**config.mk**
```make
export PLATFORM = sky130hd
export DESIGN_NAME = alu_v2
export DESIGN_NICKNAME = d
export VERILOG_FILES = /design/src/rtl/alu_v2_pkg.sv /design/src/rtl/alu_v2_addsub.sv /design/src/rtl/alu_v2.sv
export SDC_FILE = /design/constraint.sdc
export NUM_CORES = 1
export LEC_CHECK = 0
export BUFFER_PORTS_ARGS = -buffer_cell sky130_fd_sc_hd__buf_2
export CORE_UTILIZATION = 55
export DETAILED_ROUTE_END_ITERATION = 10
export GPL_TIMING_DRIVEN = 0
export PLACE_DENSITY = 0.81
export REMOVE_ABC_BUFFERS = 1
export SLEW_MARGIN = 20
export SYNTH_ARGS = -nofsm -noshare
export SYNTH_HDL_FRONTEND = slang
export SYNTH_SLANG_ARGS = --single-unit
```
**constraint.sdc**
```tcl
create_clock -name clk -period 0.8 [get_ports clk]
set_input_delay 0.04 -clock clk [delete_from_list [all_inputs] [get_ports clk]]
set_output_delay 0.04 -clock clk [all_outputs]
set_load 0.05 [all_outputs]
```
**src/rtl/alu_v2_pkg.sv**
```systemverilog
// Shared op codes and reset constants for the alu_v2 registered ALU.
package alu_v2_pkg;

   localparam logic [2:0] OP_PASS_A = 3'b000;
   localparam logic [2:0] OP_ADD    = 3'b001;
   localparam logic [2:0] OP_SUB    = 3'b010;
   localparam logic [2:0] OP_PASS_B = 3'b011;
   localparam logic [2:0] OP_AND    = 3'b100;
   localparam logic [2:0] OP_OR     = 3'b101;
   localparam logic [2:0] OP_XOR    = 3'b110;
   localparam logic [2:0] OP_NOT_A  = 3'b111;

   // Reset flag values describe a zero result: z set, everything else clear.
   localparam logic RST_CO = 1'b0;
   localparam logic RST_Z  = 1'b1;
   localparam logic RST_N  = 1'b0;
   localparam logic RST_V  = 1'b0;

endpackage

```
**src/rtl/alu_v2_addsub.sv**
```systemverilog
// Shared adder for ADD and SUB: SUB inverts b and the carry-in (a + ~b + !ci).
// The overflow output exists only when ALU_V2_FLAGS_EN is defined.
module alu_v2_addsub #(
   parameter int W = 8
) (
   input  logic         sub,
   input  logic [W-1:0] a,
   input  logic [W-1:0] b,
   input  logic         ci,
   output logic [W-1:0] sum,
   output logic         co
`ifdef ALU_V2_FLAGS_EN
   ,
   output logic         v
`endif
);

   logic [W-1:0] b_eff;
   logic         c_eff;

   assign b_eff = sub ? ~b : b;
   assign c_eff = sub ? ~ci : ci;

   assign {co, sum} = {1'b0, a} + {1'b0, b_eff} + {{W{1'b0}}, c_eff};

`ifdef ALU_V2_FLAGS_EN
   // Same-sign operands producing an opposite-sign sum; b_eff folds the SUB case in.
   assign v = (a[W-1] == b_eff[W-1]) && (sum[W-1] != a[W-1]);
`endif

endmodule

```
**src/rtl/alu_v2.sv**
```systemverilog
// W-bit registered ALU with carry/borrow and optional z/n/v flags.
// Flags are generated only when ALU_V2_FLAGS_EN is defined; otherwise they read 0.
module alu_v2
   import alu_v2_pkg::*;
#(
   parameter int W = 8
) (
   input  logic         clk,
   input  logic         rst,
   input  logic [2:0]   op,
   input  logic [W-1:0] a,
   input  logic [W-1:0] b,
   input  logic         ci,
   output logic [W-1:0] y,
   output logic         co,
   output logic         z,
   output logic         n,
   output logic         v
);

   logic [W-1:0] sum;
   logic [W-1:0] y_next;
   logic         add_co;
   logic         co_next;
   logic         is_sub;
   logic         is_arith;

   assign is_sub   = (op == OP_SUB);
   assign is_arith = (op == OP_ADD) || (op == OP_SUB);

`ifdef ALU_V2_FLAGS_EN
   logic add_v;
`endif

   alu_v2_addsub #(.W(W)) u_addsub (
      .sub (is_sub),
      .a   (a),
      .b   (b),
      .ci  (ci),
      .sum (sum),
      .co  (add_co)
`ifdef ALU_V2_FLAGS_EN
      ,
      .v   (add_v)
`endif
   );

   always_comb begin
      y_next = a;
      case (op)
         OP_PASS_A: y_next = a;
         OP_ADD:    y_next = sum;
         OP_SUB:    y_next = sum;
         OP_PASS_B: y_next = b;
         OP_AND:    y_next = a & b;
         OP_OR:     y_next = a | b;
         OP_XOR:    y_next = a ^ b;
         OP_NOT_A:  y_next = ~a;
         default:   y_next = a;
      endcase
   end

   assign co_next = is_arith & add_co;

   always_ff @(posedge clk or posedge rst) begin
      if (rst) begin
         y  <= '0;
         co <= RST_CO;
      end else begin
         y  <= y_next;
         co <= co_next;
      end
   end

`ifdef ALU_V2_FLAGS_EN
   // Flags come from y_next so they are registered alongside the result they describe.
   always_ff @(posedge clk or posedge rst) begin
      if (rst) begin
         z <= RST_Z;
         n <= RST_N;
         v <= RST_V;
      end else begin
         z <= (y_next == '0);
         n <= y_next[W-1];
         v <= is_arith & add_v;
      end
   end
`else
   assign z = 1'b0;
   assign n = 1'b0;
   assign v = 1'b0;
`endif

endmodule

```
==> results.md, run 1 <==
* Status: finished with violations
* Failing checks: negative setup slack
* Largest cells by area after synthesis: ha_1 (19%), dfrtp_1 (15%), inv_1 (5.4%)
* Largest net degree at the start of global routing at 17
* IO Pins at 34
* Diode count at 0
* VDD IR-drop max at around 1300 uV
* Crit path required time at about 0.95 ns
* Layout cells sized above 1 at 32.6%
* Post-Layout Cell Count at around 250
* Initial Util at about 60%
* Die area at 2990 um^2
* Routed WL per cell at around 17 um
* Final hold vios at 0
* Worst setup path start: op[0]
* Syn Area/Cell at 8.44 um^2
* Startpoint Class: input port
* WS Path Type: in -> reg
* WHS Path Cells at 3
* I/O Buffers at 30
* Crit path DAT at between 2 and 2.5 ns
* Total wire length at ~4100 um
* RSZ-0062 raised after global routing: true
* Setup crit end kind: flip-flop
* Synth area leader: ha_1
* Routed via count at roughly 1500
* Final Max Tran Viols at 0
* FF+latch area at approximately 230 um^2
* Register area share after synthesis at between 10% and 20%
* Hold WC Path Type: in -> reg
* Mapped Area at about 1500 um^2
* ANT nets after route at 0
* Detailed placement HPWL at approximately 2500 um
* CTS buffer count at 3
* Initial drt markers at 65
* Initial antenna violation count at 1
* Pwr dens at ~1200 nW/um^2
* Fin worst setup slack at -1.10 ns
* GRT Total Usage at 29.0%
* Final Setup Violations at 18
* Worst-path fanout max at 4
* Yosys reg bits at 9
* Die H at about 55 um
* Area fraction of the dominant cell type after synthesis at a little under a fifth
* Max Freq at 527 MHz
* Core area at approximately 2500 um^2
* Synth Warn # at 0
* H-tree Lvls at 1
* Layout area overhead at 34.8%
* Actual slew at the worst max-slew pin at 0.555 ns
* Multi-input logic area at 1250 um^2
* Ys async rst share at between 90% and 100%
* Clk root buf: clkbuf_4
* Drt drc at 0
* Post-synth EDFFs at 0
* Mapped Cells at about 180
* Placed Cells incl. Taps at between 200 and 250
* Final min period at ~1.9 ns
* Most frequent cells in the layout: inv_1 (21), ha_1 (21), buf_2 (18)
* Vias per cell at 6.14
* Place WS at -2.49 ns
* Rows at 18
* Netlist cell types at 50
* Fillers at 160
* Relative slew slack at between 60% and 70%
* Drt pass-1 iters at 4
* End of the critical path: y[3]
* # clock sinks at 9
* Clock slew at reported path FFs at roughly 0.050 ns
* Post-layout util at 80.9%
* Gpl congestion at a little under 0.9
* Total Power at around 2500 uW
* Leak at between 0.0009 and 0.001 uW
* Die width at around 55 um
* First-pass GRT wire length at 6270 um
* Vias in the first global route at 1421
* CTS tree: done
* Final net count at approximately 270
* MaxCap Viol Count at 0
* Final worst-path cycle share at 237%
* Post-synth top flop: dfrtp_1
* CTS max path bufs at 2
* GRT Residual Overflow at 0
layout make-up:
class / count / area share [%]
well taps: 30 / 1.82
flip-flops and latches: 9 / 10.9
clock buffers: 4 / 1.28
repair buffers: 43 / 20.4
multi-input cells: 139 / 60.6
inverters: 23 / 4.98
flip-flops by register name, indices dropped and copies added (netlist names):
| register | cells |
|---|---|
| y | 8 |
| co | 1 |
critical path, stage by stage:
cell      delay (ns)
buf_12          0.11
inv_12          0.04
and3_4          0.22
xnor2_2         0.09
fa_2            0.38
buf_4           0.15
a211o_4         0.36
a211oi_2        0.27
a21oi_1         0.11
o221ai_1        0.26
per-stage QoR:
| step | instance area [um^2] | TNS (ns) | hold slack (ns) |
|---|---|---|---|
| 6_report | 2060 | -8.37 | 0.136 |
| 5_1_grt | 2060 | -9.43 | 0.148 |
| 4_1_cts | 1980 | -8.67 | 0.131 |
| 3_5_place_dp | 1650 | -19.20 | -0.00318 |
| 3_3_place_gp | 1650 | -18.50 | -0.0132 |
| 2_1_floorplan | 1460 | -11.66 | -0.132 |
metal layers:
metal / up-vias / routed length, um / GRT usage (%)
met4: 2 / 150 / 10.7
met2: 88 / 2090 / 52.0
met5: - / 13 / 0
li1: 719 / - / -
met1: 694 / 1540 / 36.2
met3: 19 / 346 / 0.833
logic make-up (layout without fill, tap and decap cells):
family / after synthesis / count (layout) / synth area share, %
AOI/OAI and AO/OA: 49 / 49 / 23.1
and+or+nand+nor: 41 / 41 / 14.4
other: 1 / 3 / 0.245
adders and majority gates: 25 / 25 / 21.5
muxes: 9 / 9 / 8.44
xor gates and xnor gates: 12 / 12 / 6.88
DFF: 9 / 9 / 14.7
buffers and inverters: 35 / 70 / 10.7
timing repair:
action                                  CTS  global route
gates cloned                              2             0
buffers inserted                          8             2
pin swaps                                10             7
hold endpoints to repair                  9             0
endpoints found under the setup margin   18            18
resized for setup                        50            13
hold buffers                              1             0
cell usage after synthesis, types with 5 or more instances:
cell type and number:
buf_4 8, dfrtp_1 9, ha_1 23, inv_1 22, mux2i_1 5, nand2_1 9
nor2_1 11, o211ai_1 5, o21ai_0 8, xnor2_1 9
where the power goes:
group | internal, uW | switching, uW | leakage, uW
combinational | 713 | 936 | 0.000844
sequential | 526 | 32.0 | 0.000109
clock | 191 | 143 | 0.0000150
worst min-delay path by stage:
stage	startpoint	end	slack (ns)
3_5_place_dp	rst	y[0]	-0.003
4_1_cts	a[3]	y[3]	0.13
5_1_grt	a[4]	y[4]	0.15
3_3_place_gp	rst	y[3]	-0.01
2_1_floorplan	rst	co	-0.13
6_report	b[0]	y[0]	0.14
Note: power is estimated with default switching activity, not from simulation.
==> inputs of run 2 (changes only) <==
--- a/config.mk
+++ b/config.mk
@@ -6,10 +6,11 @@
 export NUM_CORES = 1
 export LEC_CHECK = 0
 export BUFFER_PORTS_ARGS = -buffer_cell sky130_fd_sc_hd__buf_2
+export CORE_ASPECT_RATIO = 0.8
 export CORE_UTILIZATION = 55
 export DETAILED_ROUTE_END_ITERATION = 10
 export GPL_TIMING_DRIVEN = 0
-export PLACE_DENSITY = 0.81
+export PLACE_DENSITY = 0.78
 export REMOVE_ABC_BUFFERS = 1
 export SLEW_MARGIN = 20
 export SYNTH_ARGS = -nofsm -noshare
==> results.md, run 2 (synthesis gave the netlist of run 1 again) <==
* Status: finished with violations
* Failing checks: negative setup slack
* CTS tree: done
* Most frequent cells in the layout: inv_1 (21), buf_2 (18), ha_1 (17)
* Flip-flop count of the largest register after layout at 8 (unchanged)
* Clk root buf: clkbuf_4
* GRT Residual Overflow at 0 (unchanged)
* Crit path DAT at 2.26 ns (+0.21 ns)
* Final Max Tran Viols at 0 (unchanged)
* Die width at 60.9 um (+11%)
* Setup crit end kind: flip-flop
* Initial drt markers at 296 (+360%)
* Place WS at -2.49 ns (+0.00738 ns)
* Hold WC Path Type: in -> reg
* Worst-path fanout max at 3 (-1)
* Most frequent CP cell: fa_2
* Worst-path cell chain: buf_16, clkinvlp_4, and3_4, xnor2_2, fa_2, fa_2, a211oi_4, o21ai_1, o21a_1, o211ai_1
* CTS buffer count at 3 (unchanged)
* MaxCap Viol Count at 0 (unchanged)
* Total wire length at 6930 um (+67%)
* Pwr dens at 1290 nW/um^2 (+4.8%)
* Final net count at 274 (+3.0%)
* Worst path max stage delay at 0.40 ns (+0.02 ns)
* Fin worst setup slack at -1.29 ns (-0.196 ns)
* Vias in the first global route at 1565 (+10%)
* Leak at 0.00105 uW (+8.4%)
* Clock network power share at 11.8% (-1.4 points)
* Initial Util at 60.1% (about the same)
* H-tree Lvls at 1 (unchanged)
* Drt pass-1 iters at 8 (+4)
* I/O Buffers at 30 (unchanged)
* Crit path required time at 0.97 ns (+0.02 ns)
* Multi-input logic area at 1420 um^2 (+14%)
* Largest net degree at the start of global routing at 17 (unchanged)
* First-pass GRT wire length at 7620 um (+22%)
* ANT nets after route at 0 (unchanged)
* Core area at 2540 um^2 (about the same)
* Slowest CP cell: fa_2
* FF+latch area at 225 um^2 (unchanged)
* Rows at 16 (-2)
* End of the critical path: y[6]
* # clock sinks at 9 (unchanged)
* Layout area overhead at 52.6%
* VDD IR-drop max at 604 uV (-52%)
* Startpoint Class: input port
* Largest regs: y x8, co x1
* Worst setup path start: op[2]
* Sw Ratio at 46.5% (+2.7 points)
* Share of power burned in registers at 18.6% (-3.4 points)
* Final worst-path cycle share at 262% (+25 points)
* Die area at 2990 um^2 (about the same)
* Relative slew slack at 46.5% (-16 points)
* Most common cell after layout, fill and taps aside: inv_1
* GRT Total Usage at 34.4% (+5.4 points)
* Hold WS at 0.181 ns (+0.0442 ns)
* Cell area after layout at 2330 um^2 (+13%)
* Placed Area at 1650 um^2 (+0.46%)
* Gpl congestion at 0.847 (-2.0%)
* Final Setup Violations at 18 (unchanged)
* RSZ-0062 raised after global routing: true
* Layout cells sized above 1 at 41.6% (+9.0 points)
* Net Sw Power at 1400 uW (+26%)
* Drt drc at 0 (unchanged)
* Final hold vios at 0 (unchanged)
* Clock slew at reported path FFs at 0.07 ns (+0.02 ns)
* Die H at 49.1 um (-10%)
* Vias per cell at 7.27 (+18%)
* Initial antenna violation count at 1 (unchanged)
* Max Freq at 478 MHz (-9.4%)
* Routed via count at 1904 (+25%)
* WS Path Type: in -> reg
* Internal power at 1610 uW (+13%)
* Routed WL per cell at 26.4 um (+58%)
* Fillers at 91 (-43%)
* IO Pins at 34 (unchanged)
* Logic pwr share at 69.7% (+4.8 points)
* Actual slew at the worst max-slew pin at 0.797 ns (+0.242 ns)
* Diode count at 0 (unchanged)
* Detailed placement HPWL at 2640 um (+3.8%)
* Largest Register: y
* Final min period at 2.09 ns (+0.196 ns)
* CTS max path bufs at 2 (unchanged)
-- run 2: area by class of cell --
type                            count  area share [%]
Multi-Input combinational cell    139            60.9
Timing Repair Buffer               51            22.0
Sequential cell                     9            9.66
Inverter                           23            4.40
Tap cell                           36            1.93
Clock buffer                        4            1.13
-- run 2: metal layers --
| layer | track usage, % | vias up | share of wire [%] |
|---|---|---|---|
| met2 | 59.5 | 213 | 45 |
| met3 | 2.65 | 81 | 13 |
| li1 | - | 741 | - |
| met1 | 42.3 | 869 | 34 |
| met4 | 15.9 | 0 | 7.9 |
| met5 | 0 | - | 0 |
-- run 2: power groups by stage --
stage | logic (uW) | registers (uW) | clock network, uW
final | 2100 | 560 | 355
after global routing | 2190 | 565 | 387
after CTS | 1600 | 555 | 341
after floorplan | 631 | 807 | 0
after detailed placement | 1230 | 545 | 0
after global placement | 1200 | 547 | 0
-- run 2: through the flow --
step	utilization [%]	TNS, ns	power (uW)	std cells
2_1_floorplan	-	-11.66	1440	171
3_3_place_gp	65.0	-18.77	1750	237
3_5_place_dp	65.0	-19.26	1780	237
4_1_cts	82.8	-8.84	2490	259
5_1_grt	91.7	-10.72	3150	262
6_report	91.7	-10.02	3020	262
-- run 2: worst min-delay path by stage --
stage | depth (start not counted) | slack, ns | endpoint | start
after floorplan | 1 | -0.13 | co | rst
after global placement | 2 | -0.01 | y[4] | rst
after detailed placement | 2 | -0.001 | y[4] | rst
after CTS | 3 | 0.13 | y[1] | b[1]
after global routing | 3 | 0.17 | y[2] | a[2]
final | 3 | 0.18 | y[2] | a[2]
-- run 2: critical path: cells and delay by family --
kind                     cells  cell delay, ns
AO/OA/AOI/OAI                4            0.91
adder cells (fa/ha/maj)      2            0.79
AND/OR/NAND/NOR              1            0.21
buffers and inverters        2            0.15
XOR/XNOR                     1            0.15
-- run 2: what timing repair did --
| item | 4_1_cts | 5_1_grt |
|---|---|---|
| hold buffers | 1 | 0 |
| buffers inserted | 15 | 3 |
| pin swaps | 20 | 20 |
| endpoints found under the hold margin | 9 | 0 |
| gates resized for setup | 62 | 33 |
| endpoints found under the setup margin | 18 | 18 |
| gates cloned | 2 | 0 |
